**config.mk**
```make
export PLATFORM = sky130hd
export DESIGN_NAME = text_console_ctrl
export DESIGN_NICKNAME = d
export VERILOG_FILES = /design/src/rtl/console_pkg.sv /design/src/rtl/grid_sweep.sv /design/src/rtl/text_console_ctrl.sv
export SDC_FILE = /design/constraint.sdc
export NUM_CORES = 1
export LEC_CHECK = 0
export BUFFER_PORTS_ARGS = -buffer_cell sky130_fd_sc_hd__buf_2
export CELL_PAD_IN_SITES_DETAIL_PLACEMENT = 2
export CELL_PAD_IN_SITES_GLOBAL_PLACEMENT = 2
export CORE_ASPECT_RATIO = 0.75
export CORE_UTILIZATION = 32
export DETAILED_ROUTE_END_ITERATION = 16
export GPL_TIMING_DRIVEN = 1
export PLACE_DENSITY_LB_ADDON = 0.1
export REMOVE_ABC_BUFFERS = 1
export SLEW_MARGIN = 30
export SYNTH_ARGS = -nofsm -noshare
export SYNTH_HDL_FRONTEND = slang
export SYNTH_SLANG_ARGS = --single-unit
```
**constraint.sdc**
```tcl
create_clock -name clk -period 2.9 [get_ports clk]
set_input_delay 0.145 -clock clk [delete_from_list [all_inputs] [get_ports clk]]
set_output_delay 0.145 -clock clk [all_outputs]
set_load 0.01 [all_outputs]
```
**src/rtl/console_pkg.sv**
```systemverilog
// Shared definitions for the text console controller: grid widths, control
// codes and the controller state encoding.
package console_pkg;

  localparam int X_W = 7;
  localparam int Y_W = 5;

  localparam logic [7:0] CC_BS  = 8'h08;
  localparam logic [7:0] CC_LF  = 8'h0A;
  localparam logic [7:0] CC_FF  = 8'h0C;
  localparam logic [7:0] CC_CR  = 8'h0D;
  localparam logic [7:0] CC_DEL = 8'h7F;

  typedef enum logic [1:0] {
    CLR_ALL = 2'd0,
    IDLE    = 2'd1,
    CLR_ROW = 2'd2
  } state_t;

  // Codes that produce a glyph: everything from space upward except DEL.
  function automatic logic is_printable(input logic [7:0] c);
    return (c >= 8'h20) && (c != CC_DEL);
  endfunction

endpackage

```
**src/rtl/grid_sweep.sv**
```systemverilog
// Row/column sweep counter used for both full-screen and single-row clears.
// Emits one (x,y) per cycle while valid; done marks the final cell.
module grid_sweep
  import console_pkg::*;
#(
  parameter int COLS = 80,
  parameter int ROWS = 30
) (
  input  logic           clk,
  input  logic           rst,
  input  logic           start,
  input  logic           row_only,
  input  logic [Y_W-1:0] row,
  output logic           valid,
  output logic [X_W-1:0] x,
  output logic [Y_W-1:0] y,
  output logic           done
);

  localparam logic [X_W-1:0] X_LAST = X_W'(COLS - 1);
  localparam logic [Y_W-1:0] Y_LAST = Y_W'(ROWS - 1);

  logic           active_reg;
  logic           row_mode_reg;
  logic [X_W-1:0] x_reg;
  logic [Y_W-1:0] y_reg;
  logic           last;

  assign last = (x_reg == X_LAST) && (row_mode_reg || (y_reg == Y_LAST));

  // Reset arms a full-screen sweep from (0,0) so the screen is blanked at power-up.
  always_ff @(posedge clk) begin
    if (rst) begin
      active_reg   <= 1'b1;
      row_mode_reg <= 1'b0;
      x_reg        <= '0;
      y_reg        <= '0;
    end else if (start) begin
      active_reg   <= 1'b1;
      row_mode_reg <= row_only;
      x_reg        <= '0;
      y_reg        <= row_only ? row : '0;
    end else if (active_reg) begin
      if (last) begin
        active_reg <= 1'b0;
        x_reg      <= '0;
      end else if (x_reg == X_LAST) begin
        x_reg <= '0;
        y_reg <= y_reg + Y_W'(1);
      end else begin
        x_reg <= x_reg + X_W'(1);
      end
    end
  end

  assign valid = active_reg;
  assign x     = x_reg;
  assign y     = y_reg;
  assign done  = active_reg & last;

endmodule

```
**src/rtl/text_console_ctrl.sv**
```systemverilog
// Character-stream to tile-buffer write sequencer with cursor, control codes
// and clear sweeps; all write-port outputs are registered.
module text_console_ctrl
  import console_pkg::*;
#(
  parameter int         COLS = 80,
  parameter int         ROWS = 30,
  parameter logic [7:0] FILL = 8'h20
) (
  input  logic           clk,
  input  logic           rst,
  input  logic [7:0]     in_data,
  input  logic           in_attr,
  input  logic           in_valid,
  output logic           in_ready,
  output logic           we,
  output logic [X_W-1:0] wx,
  output logic [Y_W-1:0] wy,
  output logic [8:0]     wd,
  output logic [X_W-1:0] cur_x,
  output logic [Y_W-1:0] cur_y,
  output logic           busy
);

  localparam logic [X_W-1:0] X_LAST = X_W'(COLS - 1);
  localparam logic [Y_W-1:0] Y_LAST = Y_W'(ROWS - 1);

  state_t         state_reg, state_next;
  logic [X_W-1:0] cur_x_reg, cur_x_next;
  logic [Y_W-1:0] cur_y_reg, cur_y_next;
  logic           we_reg, we_next;
  logic [X_W-1:0] wx_reg, wx_next;
  logic [Y_W-1:0] wy_reg, wy_next;
  logic [8:0]     wd_reg, wd_next;

  logic           sweep_start;
  logic           sweep_row_only;
  logic           sweep_valid;
  logic           sweep_done;
  logic [X_W-1:0] sweep_x;
  logic [Y_W-1:0] sweep_y;
  logic [Y_W-1:0] next_row;
  logic           accept;

  grid_sweep #(
    .COLS(COLS),
    .ROWS(ROWS)
  ) u_sweep (
    .clk     (clk),
    .rst     (rst),
    .start   (sweep_start),
    .row_only(sweep_row_only),
    .row     (next_row),
    .valid   (sweep_valid),
    .x       (sweep_x),
    .y       (sweep_y),
    .done    (sweep_done)
  );

  assign next_row = (cur_y_reg == Y_LAST) ? '0 : cur_y_reg + Y_W'(1);
  assign accept   = in_valid && (state_reg == IDLE);

  always_comb begin
    state_next     = state_reg;
    cur_x_next     = cur_x_reg;
    cur_y_next     = cur_y_reg;
    we_next        = 1'b0;
    wx_next        = wx_reg;
    wy_next        = wy_reg;
    wd_next        = wd_reg;
    sweep_start    = 1'b0;
    sweep_row_only = 1'b0;

    case (state_reg)
      CLR_ALL, CLR_ROW: begin
        if (sweep_valid) begin
          we_next = 1'b1;
          wx_next = sweep_x;
          wy_next = sweep_y;
          wd_next = {1'b0, FILL};
        end
        if (sweep_done) begin
          state_next = IDLE;
          if (state_reg == CLR_ALL) begin
            cur_x_next = '0;
            cur_y_next = '0;
          end
        end
      end

      IDLE: begin
        if (accept) begin
          if (is_printable(in_data)) begin
            we_next = 1'b1;
            wx_next = cur_x_reg;
            wy_next = cur_y_reg;
            wd_next = {in_attr, in_data};
            if (cur_x_reg < X_LAST) begin
              cur_x_next = cur_x_reg + X_W'(1);
            end else begin
              // No scrolling: wrapping onto a row means blanking that row.
              cur_x_next     = '0;
              cur_y_next     = next_row;
              sweep_start    = 1'b1;
              sweep_row_only = 1'b1;
              state_next     = CLR_ROW;
            end
          end else begin
            case (in_data)
              CC_LF: begin
                cur_x_next     = '0;
                cur_y_next     = next_row;
                sweep_start    = 1'b1;
                sweep_row_only = 1'b1;
                state_next     = CLR_ROW;
              end
              CC_CR: cur_x_next = '0;
              CC_BS: begin
                if (cur_x_reg != '0) begin
                  cur_x_next = cur_x_reg - X_W'(1);
                  we_next    = 1'b1;
                  wx_next    = cur_x_reg - X_W'(1);
                  wy_next    = cur_y_reg;
                  wd_next    = {1'b0, FILL};
                end
              end
              CC_FF: begin
                sweep_start = 1'b1;
                state_next  = CLR_ALL;
              end
              default: ;
            endcase
          end
        end
      end

      default: state_next = CLR_ALL;
    endcase
  end

  always_ff @(posedge clk) begin
    if (rst) begin
      state_reg <= CLR_ALL;
      cur_x_reg <= '0;
      cur_y_reg <= '0;
      we_reg    <= 1'b0;
      wx_reg    <= '0;
      wy_reg    <= '0;
      wd_reg    <= '0;
    end else begin
      state_reg <= state_next;
      cur_x_reg <= cur_x_next;
      cur_y_reg <= cur_y_next;
      we_reg    <= we_next;
      wx_reg    <= wx_next;
      wy_reg    <= wy_next;
      wd_reg    <= wd_next;
    end
  end

  assign in_ready = (state_reg == IDLE);
  assign busy     = ~in_ready;
  assign we       = we_reg;
  assign wx       = wx_reg;
  assign wy       = wy_reg;
  assign wd       = wd_reg;
  assign cur_x    = cur_x_reg;
  assign cur_y    = cur_y_reg;

endmodule

```
==> results by group <==
Floorplanning
  – Top-Level Pins: 48
  – Die width: 110 um
  – Die height: 83.2 um
  – Core footprint: 8490 um2
  – DIE AREA: 9160 um2
  – Num rows: 29
  – Starting density of the core: 33.1%

Critical path
  – Crit-path slowest cell: dfxtp_1
  – Crit path max fanout: 12
  – Worst r2r path cells: 6
  – Largest delay share family, worst path: compound AO/OA/AOI/OAI gates
  – CP Data Required Time: 3.06 ns
  – Critical path type: flip-flop to flip-flop
  – Reg2Reg Launch Point: cur_x[3]
  – CP endpoint kind: flip-flop
  – CP bufs+invs: 0
  – Crit Reg-Reg Endpoint: u_sweep.y[3]
  – R2r setup slk: 0.30 ns
  – Largest stage delay, worst path: 0.63 ns
  – Worst setup SP type: flip-flop
  – Critical-path cell list: and4_1, o2111ai_1, o32a_1, nor2b_1, nand2_1, a2111oi_0
  – Worst EP arrival: 2.76 ns

STA
  – Final Max Slew Viols: 0
  – Max Clock Skew: 0.00815 ns
  – Fin crit share: 89.6%
  – RSZ-0062 raised after global routing: no
  – Minimum clock period: 2.60 ns
  – Worst-margin pin slew: 0.927 ns
  – Setup-failing EPs final: 0
  – Final Hold Violating Endpoints: 0
  – Hold_ws: 0.127 ns
  – Setup_tns: 0 ns
  – Fmax: 385 MHz
  – Worst rel slew slack: 38.2%

Run status
  – Status: complete, no violations

Clock network
  – Clock transition at the registers of the reported paths: 0.07 ns
  – Hold_buf cts: 0
  – CTS tree: done
  – CTS Buf Count: 5
  – H-Tree Depth: 2
  – Worst skew pair latency: 0.30 ns
  – Clock root buffer: clkbuf_16
  – Clock sinks: 50
  – Post-cts sizing count: 0
  – Post-CTS setup buffer count: 0
  – CTS Buffer Depth: 2

Route
  – Routed Antenna Nets: 0
  – Drt first pass iters: 4
  – Vias per inst: 5.68
  – DR vias: 2906
  – WL final: 9860 um
  – Drt initial violations: 121
  – # DRC: 0
  – Drt wl/cell: 19.3 um

Finish
  – Syn-to-layout area delta: 17.7%
  – Fin cells: 512
  – Max FFs per register: 9
  – Core Util, Final: 39.0%
  – Post-layout instance area: 3310 um2
  – Commonest non-fill, non-tap cell in the layout: nand2_1
  – # diodes: 0
  – Most frequent cells in the layout: 52 x nand2_1, 50 x dfxtp_1, 47 x buf_2
  – Post-layout net count: 423
  – Share of post-route cells with drive strength above 1: 17.6%

Place
  – PortBufs: 47
  – DP HPWL: 6970 um
  – DP Cell Count: 504
  – Cell Area, Placed: 3160 um2
  – Final GP Congestion: 0.810

Pwr
  – VDD IR-drop max: 260 uV
  – Pwr Density: 417 nW/um2
  – Clk network pwr share: 43.9%
  – Seq pwr share: 50.8%
  – Net Sw Frac: 23.0%
  – Pleak: 1.31 nW
  – Internal Power: 1.06 mW
  – NetSw: 318 uW
  – Part of the power in combinational logic: 5.4%

Synth
  – Yosys warnings: 0
  – Main combinational cell family by area after synthesis: simple AND/OR/NAND/NOR gates
  – Gate count after technology mapping: 363
  – Syn avg cell area: 7.74 um2
  – Post-synthesis sequential area ratio: 35.6%
  – Post-Synth Adder-Cell Area: 3.56%
  – Mux contribution to synthesized area: 0.356%
  – Post-synthesis xor/xnor area fraction: 3.12%
  – Fraction of registers with async set/reset: 0%
  – Top_reg_cell synth: dfxtp_1
  – #FFs+latches synth: 50
  – EDFF count, synth: 0
  – Synth Area in Compound Gates: 24.1%
  – Cell Area, Synth: 2810 um2
  – Simple-gate area share of the yosys netlist: 28.5%
  – Unique masters post-synth: 58

Global route
  – GRT overflow: 0
  – GR Util All Layers: 22.4%
  – First-pass GRT wire length: 15600 um
  – Vias in the first global route: 2940
  – Initial antenna violation count: 0
  – Largest net degree at the start of global routing: 45

Hold path
  – Worst hold endpoint: wd[8]
  – Cells on Worst Hold Path: 3
  – Min-Delay Path Class: input pin to flip-flop
  – Min-delay src: in_attr

Flow run
  – MaxCap Viol Count: 0
[layer usage]
| layer | GRT usage (%) | vias up | routed length, um |
|---|---|---|---|
| met3 | 3.77 | 8 | 379 |
| met4 | 5.38 | 0 | 89 |
| met5 | 0 | - | 0 |
| met1 | 32.4 | 1443 | 5010 |
| li1 | - | 1400 | - |
| met2 | 34.4 | 55 | 4370 |
[synth_stat cells, types with 4 or more instances]
master,number,area (um2)
ha_1,8,100
or2_1,4,25.0
a21oi_1,34,170
a211o_1,4,35.0
xor2_1,5,43.8
nand2_1,52,195
inv_1,10,37.5
nand4_1,13,81.3
nor2_1,34,128
nor2b_1,7,43.8
nand2b_1,7,43.8
clkbuf_1,16,60.1
dfxtp_1,50,1000
or3_1,5,31.3
o21ai_0,8,40.0
buf_2,6,30.0
o22ai_1,4,25.0
o21ai_1,5,25.0
nand3b_1,5,37.5
nor3_1,8,40.0
a311oi_1,6,52.6
nand3_1,10,50.1
xnor2_1,5,43.8
[worst max path at each step]
stage                  from           end  slack, ns  cells after the start
6_report           cur_x[3]  u_sweep.y[3]       0.30                      6
5_1_grt            cur_x[3]  u_sweep.y[3]       0.15                      6
3_5_place_dp   u_sweep.x[0]      cur_x[2]       0.42                      8
3_3_place_gp       cur_x[3]  u_sweep.y[3]       0.48                      6
2_1_floorplan  state_reg[0]         wx[6]      -0.40                      5
4_1_cts        state_reg[0]  u_sweep.y[3]       0.33                      7
[metrics by stage]
stage / worst slack (ns) / power [mW]
floorplan: -0.402 / 0.747
global placement: 0.481 / 0.786
detailed placement: 0.423 / 0.789
CTS: 0.329 / 1.40
global route: 0.150 / 1.43
finish: 0.301 / 1.38
[kinds of logic after synthesis]
group                      count (synthesis)
AOI/OAI and AO/OA                        100
xor gates and xnor gates                  10
adders and majority gates                  8
buffers and inverters                     33
DFF                                       50
muxes                                      1
and+or+nand+nor                          161
[area by class of cell]
cell class                      instances  area (um2)
Clock buffer                            7         143
Clock inverter                          1        5.00
Fill cell                             988        5180
Inverter                               10        37.5
Multi-Input combinational cell        280        1680
Sequential cell                        50        1000
Tap cell                              108         135
Timing Repair Buffer                   56         303
[power groups by stage]
stage / clock network, mW / logic, mW / registers, mW
5_1_grt: 0.647 / 0.0820 / 0.700
3_5_place_dp: 0 / 0.0727 / 0.716
3_3_place_gp: 0 / 0.0711 / 0.715
4_1_cts: 0.622 / 0.0739 / 0.700
2_1_floorplan: 0 / 0.0312 / 0.716
6_report: 0.605 / 0.0740 / 0.700
[worst register-to-register path: stages, from the launching register on]
cell	delay, ns
dfxtp_1	0.63
and4_1	0.40
o2111ai_1	0.23
o32a_1	0.33
nor2b_1	0.33
nand2_1	0.12
a2111oi_0	0.42
(Power assumes the default switching activity.)
